$ cat src/rtl/decode_ctrl_stage.sv
// rtl/decode_ctrl_stage.sv - RV32I main control decoder with registered ID/EX control word
module decode_ctrl_stage #(
  parameter bit EN_U_TYPE = 1'b1,
  parameter bit EN_JALR   = 1'b1,
  parameter bit EN_HAZARD = 1'b1,
  parameter int ILL_CNT_W = 8
) (
  input  logic                 clk,
  input  logic                 rst,
  input  logic                 id_valid,
  input  logic [31:0]          id_instr,
  input  logic                 ex_stall,
  input  logic                 ex_flush,
  output logic                 ex_valid,
  output logic [4:0]           ex_rd,
  output logic [2:0]           ex_imm_sel,
  output logic [1:0]           ex_alu_type_sel,
  output logic                 ex_a_pc_sel,
  output logic                 ex_b_imm_sel,
  output logic                 ex_branch,
  output logic                 ex_jump,
  output logic                 ex_jalr,
  output logic                 ex_memwrite_en,
  output logic                 ex_regwrite_en,
  output logic [1:0]           ex_wb_sel,
  output logic                 hazard_stall,
  output logic                 illegal,
  output logic [ILL_CNT_W-1:0] ill_count
);

  localparam logic [6:0] OP_R      = 7'b0110011;
  localparam logic [6:0] OP_I      = 7'b0010011;
  localparam logic [6:0] OP_LOAD   = 7'b0000011;
  localparam logic [6:0] OP_STORE  = 7'b0100011;
  localparam logic [6:0] OP_BRANCH = 7'b1100011;
  localparam logic [6:0] OP_JAL    = 7'b1101111;
  localparam logic [6:0] OP_JALR   = 7'b1100111;
  localparam logic [6:0] OP_LUI    = 7'b0110111;
  localparam logic [6:0] OP_AUIPC  = 7'b0010111;
  localparam logic [6:0] OP_FENCE  = 7'b0001111;
  localparam logic [6:0] OP_SYSTEM = 7'b1110011;

  typedef struct packed {
    logic [2:0] imm_sel;
    logic [1:0] alu_type_sel;
    logic       a_pc_sel;
    logic       b_imm_sel;
    logic       branch;
    logic       jump;
    logic       jalr;
    logic       memwrite_en;
    logic       regwrite_en;
    logic [1:0] wb_sel;
    logic       illegal;
  } ctrl_t;

  typedef struct packed {
    logic       valid;
    logic [4:0] rd;
    ctrl_t      ctrl;
  } ex_t;

  logic [6:0] opcode;
  logic [4:0] rd_in;
  logic [4:0] rs1;
  logic [4:0] rs2;
  logic       unused_instr_bits;

  ctrl_t dec;
  logic  rs2_used;

  ex_t                 ex_q, ex_d;
  logic [ILL_CNT_W-1:0] cnt_q, cnt_d;

  assign opcode = id_instr[6:0];
  assign rd_in  = id_instr[11:7];
  assign rs1    = id_instr[19:15];
  assign rs2    = id_instr[24:20];
  assign unused_instr_bits = ^{id_instr[31:25], id_instr[14:12]};

  // Opcode decode into a control word; rs2 only matters for R, S and B formats
  always_comb begin
    dec      = '0;
    rs2_used = 1'b0;
    case (opcode)
      OP_R: begin
        dec.alu_type_sel = 2'b01;
        dec.regwrite_en  = 1'b1;
        rs2_used         = 1'b1;
      end
      OP_I: begin
        dec.alu_type_sel = 2'b01;
        dec.b_imm_sel    = 1'b1;
        dec.regwrite_en  = 1'b1;
      end
      OP_LOAD: begin
        dec.b_imm_sel   = 1'b1;
        dec.regwrite_en = 1'b1;
        dec.wb_sel      = 2'b01;
      end
      OP_STORE: begin
        dec.imm_sel     = 3'b001;
        dec.b_imm_sel   = 1'b1;
        dec.memwrite_en = 1'b1;
        rs2_used        = 1'b1;
      end
      OP_BRANCH: begin
        dec.imm_sel      = 3'b010;
        dec.alu_type_sel = 2'b10;
        dec.branch       = 1'b1;
        rs2_used         = 1'b1;
      end
      OP_JAL: begin
        dec.imm_sel     = 3'b011;
        dec.a_pc_sel    = 1'b1;
        dec.b_imm_sel   = 1'b1;
        dec.jump        = 1'b1;
        dec.regwrite_en = 1'b1;
        dec.wb_sel      = 2'b10;
      end
      OP_JALR: begin
        if (EN_JALR) begin
          dec.b_imm_sel   = 1'b1;
          dec.jump        = 1'b1;
          dec.jalr        = 1'b1;
          dec.regwrite_en = 1'b1;
          dec.wb_sel      = 2'b10;
        end else begin
          dec.illegal = 1'b1;
        end
      end
      OP_LUI: begin
        if (EN_U_TYPE) begin
          dec.imm_sel      = 3'b100;
          dec.alu_type_sel = 2'b11;
          dec.b_imm_sel    = 1'b1;
          dec.regwrite_en  = 1'b1;
        end else begin
          dec.illegal = 1'b1;
        end
      end
      OP_AUIPC: begin
        if (EN_U_TYPE) begin
          dec.imm_sel     = 3'b100;
          dec.a_pc_sel    = 1'b1;
          dec.b_imm_sel   = 1'b1;
          dec.regwrite_en = 1'b1;
        end else begin
          dec.illegal = 1'b1;
        end
      end
      OP_FENCE, OP_SYSTEM: begin
        dec = '0;
      end
      default: begin
        dec.illegal = 1'b1;
      end
    endcase
    // Writes to x0 are architecturally discarded, so never request them
    if (rd_in == 5'd0) begin
      dec.regwrite_en = 1'b0;
    end
  end

  // Load-use hazard: a load in EX whose destination feeds this instruction
  assign hazard_stall = EN_HAZARD && id_valid && ex_q.valid &&
                        (ex_q.ctrl.wb_sel == 2'b01) && (ex_q.rd != 5'd0) &&
                        ((ex_q.rd == rs1) || (rs2_used && (ex_q.rd == rs2)));

  // ID/EX next state: flush beats stall, stall holds, hazard inserts a bubble
  always_comb begin
    ex_d  = ex_q;
    cnt_d = cnt_q;
    if (ex_flush) begin
      ex_d = '0;
    end else if (!ex_stall) begin
      if (hazard_stall || !id_valid) begin
        ex_d = '0;
      end else begin
        ex_d.valid = 1'b1;
        ex_d.rd    = rd_in;
        ex_d.ctrl  = dec;
        if (dec.illegal && !(&cnt_q)) begin
          cnt_d = cnt_q + ILL_CNT_W'(1);
        end
      end
    end
  end

  // ID/EX register and illegal-opcode counter
  always_ff @(posedge clk or posedge rst) begin
    if (rst) begin
      ex_q  <= '0;
      cnt_q <= '0;
    end else begin
      ex_q  <= ex_d;
      cnt_q <= cnt_d;
    end
  end

  assign ex_valid        = ex_q.valid;
  assign ex_rd           = ex_q.rd;
  assign ex_imm_sel      = ex_q.ctrl.imm_sel;
  assign ex_alu_type_sel = ex_q.ctrl.alu_type_sel;
  assign ex_a_pc_sel     = ex_q.ctrl.a_pc_sel;
  assign ex_b_imm_sel    = ex_q.ctrl.b_imm_sel;
  assign ex_branch       = ex_q.ctrl.branch;
  assign ex_jump         = ex_q.ctrl.jump;
  assign ex_jalr         = ex_q.ctrl.jalr;
  assign ex_memwrite_en  = ex_q.ctrl.memwrite_en;
  assign ex_regwrite_en  = ex_q.ctrl.regwrite_en;
  assign ex_wb_sel       = ex_q.ctrl.wb_sel;
  assign illegal         = ex_q.ctrl.illegal;
  assign ill_count       = cnt_q;

endmodule

$ cat config.mk
export PLATFORM = sky130hd
export DESIGN_NAME = decode_ctrl_stage
export DESIGN_NICKNAME = d
export VERILOG_FILES = /design/src/rtl/decode_ctrl_stage.sv
export SDC_FILE = /design/constraint.sdc
export NUM_CORES = 1
export LEC_CHECK = 0
export CAP_MARGIN = 20
export CORE_ASPECT_RATIO = 1.4
export CORE_UTILIZATION = 42
export DETAILED_ROUTE_END_ITERATION = 7
export PLACE_DENSITY = 0.79
export SKIP_CTS_REPAIR_TIMING = 1
export SYNTH_ARGS = -nofsm -noshare
export SYNTH_HDL_FRONTEND = slang
export SYNTH_SLANG_ARGS = --single-unit
$ cat constraint.sdc
create_clock -name clk -period 2.52 [get_ports clk]
set_input_delay 0.504 -clock clk [delete_from_list [all_inputs] [get_ports clk]]
set_output_delay 0.504 -clock clk [all_outputs]
set_load 0.01 [all_outputs]
==> results.toml <==
[outcome]
outcome = "completed"

[timing]
period_share_pct = 91.6
tightest_slew_ps = 420
hold_violations = 0
rsz0062_at_grt = "false"
skew_ps = 6.83
finalSetupViolations = 0
slew_headroom_pct = 72.0
whs_ps = 480
drv_slew = 0
period_needed_ps = 2310
clock.fmax_mhz = 433

[power]
ir_drop_uv = 545
total_power_uw = 1260
leakage_uw = 0.00105
power.density_nw_per_um2 = 537

[final_layout]
diodes = 0
drive_gt1_share_pct = 14.0
nNetsFinal = 267
layout_common_cells = "clkdlybuf4s50_1 (55), dfrtp_1 (29), nand2_1 (22), buf_4 (16), xor2_1 (12)"
synthToLayoutAreaGrowth_pct = 51.6
final_common_cell = "clkdlybuf4s50_1"

[drt]
vias = 1478
drc = 0
vias_per_cell = 5.49
ant_nets = 0
wl_per_cell_um = 15.3
first_iter_violations = 44
dr.pass1.iters = 4
routed_wl_um = 4110

[worst_setup_path]
cpPeakStageDelay_ps = 470
critical_path.max_fanout = 2
worstSetupPathType = "primary input to output pin"
worstPathRequired_ps = 2020
crit_path_start = "id_instr[5]"
path_cells = "clkdlybuf4s50_1 > a21boi_2 > nand4_1 > a2bb2oi_2 > nor2_1 > dlymetal6s2s_1"
path_buf_inv = 2
crit_slowest_cell = "clkdlybuf4s50_1"
r2r_start = "ex_rd[1]$_DFFE_PP0P_"
cp_top_family = "buffers and inverters"
end_kind = "output pin"
crit_path_start_kind = "primary input"
cp.arrival_ps = 1810

[floorplan]
rows = 25
ios = 67
core_area_um2 = 3440
die_x_um = 53.3
fp.dieArea_um2 = 3930
die_h_um = 73.8
start_util_pct = 44.9

[logic_synthesis]
synthXorXnorAreaFrac_pct = 9.64
yosys_warnings = 0
synth_mux_area_share_pct = 0.729
synth_cell_types = 36
ys_seq_area_share_pct = 47.0
synth-main-ff-cell = "dfrtp_1"
synth_top_family_by_area = "simple AND/OR/NAND/NOR gates"
post_synth_fa_ha_maj_area_fraction_pct = 0.810
yosys.area_share.simple_pct = 21.1
synth-edff-count = 0
ys_async_sr_fraction_pct = 100
synth_nets = 194
synth-seq-cells = 29
postSynthAreaPerCell_um2 = 9.91
synth_area_um2 = 1550
syn_inst = 156
synth_compound_area_share_pct = 18.3

[global_route]
grt_overflow = 0
antenna_found_initial = 0
grt_usage_pct = 23.4
grt_pass1_wl_um = 6520
grt_pass1_vias = 1467
grt_max_degree = 30

[clock_tree]
clk_root_buffer_cell = "clkbuf_8"
numClockSinks = 29
clk_path_buf_depth = 2
clkTransAtPathRegs_ps = 50
worstSkewPairLatency_ps = 280
htreeDepth = 2
numCtsBuffers = 5
cts_tree = "done"

[run]
maxCapViolCount = 0

[placement]
port-buffer-count = 56
gp_congestion = 0.852
dp_hpwl_um = 3090

[worst_hold_path]
hp-class = "flip-flop to flip-flop"
hold_start = "ex_jump$_DFFE_PP0P_"
## final cells by class
class	count	area, µm²
inverters	3	11.3
clock buffers	7	86.3
repair buffers	72	683
flip-flops and latches	29	726
fillers	286	1100
multi-input cells	118	786
well taps	40	50.0
## registers in the layout (all words and copies together), names as in the netlist
| register | cells |
|---|---|
| ill_count | 8 |
| ex_rd | 5 |
| ex_imm_sel | 3 |
| ex_alu_type_sel | 2 |
| ex_wb_sel | 2 |
| ex_a_pc_sel | 1 |
| ex_b_imm_sel | 1 |
| ex_branch | 1 |
| ex_jalr | 1 |
| ex_jump | 1 |
| ex_memwrite_en | 1 |
| ex_regwrite_en | 1 |
| ex_valid | 1 |
| illegal | 1 |
## cells by family after synthesis
family,after synthesis
multiplexers,1
buffers and inverters,9
AO/OA/AOI/OAI,36
AND/OR/NAND/NOR,63
flip-flops,29
XOR/XNOR,17
adder cells (fa/ha/maj),1
## cell usage after synthesis, types with 2 or more instances
cell,instances,area [µm²]
dfrtp_1,29,726
nand2_1,22,82.6
xor2_1,12,105
a22o_1,10,87.6
nor2_1,10,37.5
o21ai_0,9,45.0
a21oi_1,7,35.0
nand3_1,7,35.0
xnor2_1,5,43.8
nor3_1,4,20.0
buf_2,3,15.0
clkbuf_1,3,11.3
inv_1,3,11.3
nand4_1,3,18.8
nor3_2,3,30.0
nor3b_1,3,22.5
and3_1,2,12.5
nor2b_1,2,12.5
nor4_1,2,12.5
## path summary, 6_finish.rpt
check | endpoint | slack (ps) | cells after the start
setup / recovery | hazard_stall | 210 | 6
hold / removal | ex_jump$_DFFE_PP0P_ | 480 | 2
setup reg to reg | ill_count[7]$_DFFE_PP0P_ | 450 | 6
hold reg to reg | ex_jump$_DFFE_PP0P_ | 480 | 2
max in group asynchronous | ex_a_pc_sel$_DFFE_PP0P_ | 1650 | 3
min in group asynchronous | ex_valid$_DFFE_PP0P_ | 600 | 3
## worst register-to-register path, delay by kind of cell (launching register included)
family / cells / cell delay (ps)
AO/OA/AOI/OAI: 2 / 270
XOR/XNOR: 1 / 200
buffers and inverters: 1 / 170
flip-flops: 1 / 450
AND/OR/NAND/NOR: 2 / 900
## power by group
| group | total [µW] | internal, µW | switching [µW] | leakage (µW) |
|---|---|---|---|---|
| combinational | 311 | 176 | 135 | 0.000607 |
| clock | 380 | 216 | 164 | 0.0000443 |
| sequential | 567 | 507 | 59.7 | 0.000395 |
| total | 1260 | 899 | 359 | 0.00105 |
## stage by stage
stage          std cells  TNS [ps]  area, µm²  util (%)  worst slack (ps)
2_1_floorplan        156         0       1550         -               598
3_3_place_gp         262      -255       2250      65.4              -255
5_1_grt              269         0       2340      68.1               140
6_report             269         0       2340      68.1               210
3_5_place_dp         262      -351       2250      65.4              -294
4_1_cts              269      -300       2340      67.9              -300
## metal layers
layer | track usage (%) | wire length (µm) | share of wire, % | vias to the layer above
met5 | 0 | 0 | 0 | -
met4 | 11.7 | 82 | 2.0 | 0
met3 | 5.59 | 257 | 6.3 | 7
met2 | 42.4 | 2110 | 51 | 60
met1 | 24.0 | 1660 | 40 | 705
li1 | - | - | - | 706
(Power assumes the default switching activity.)
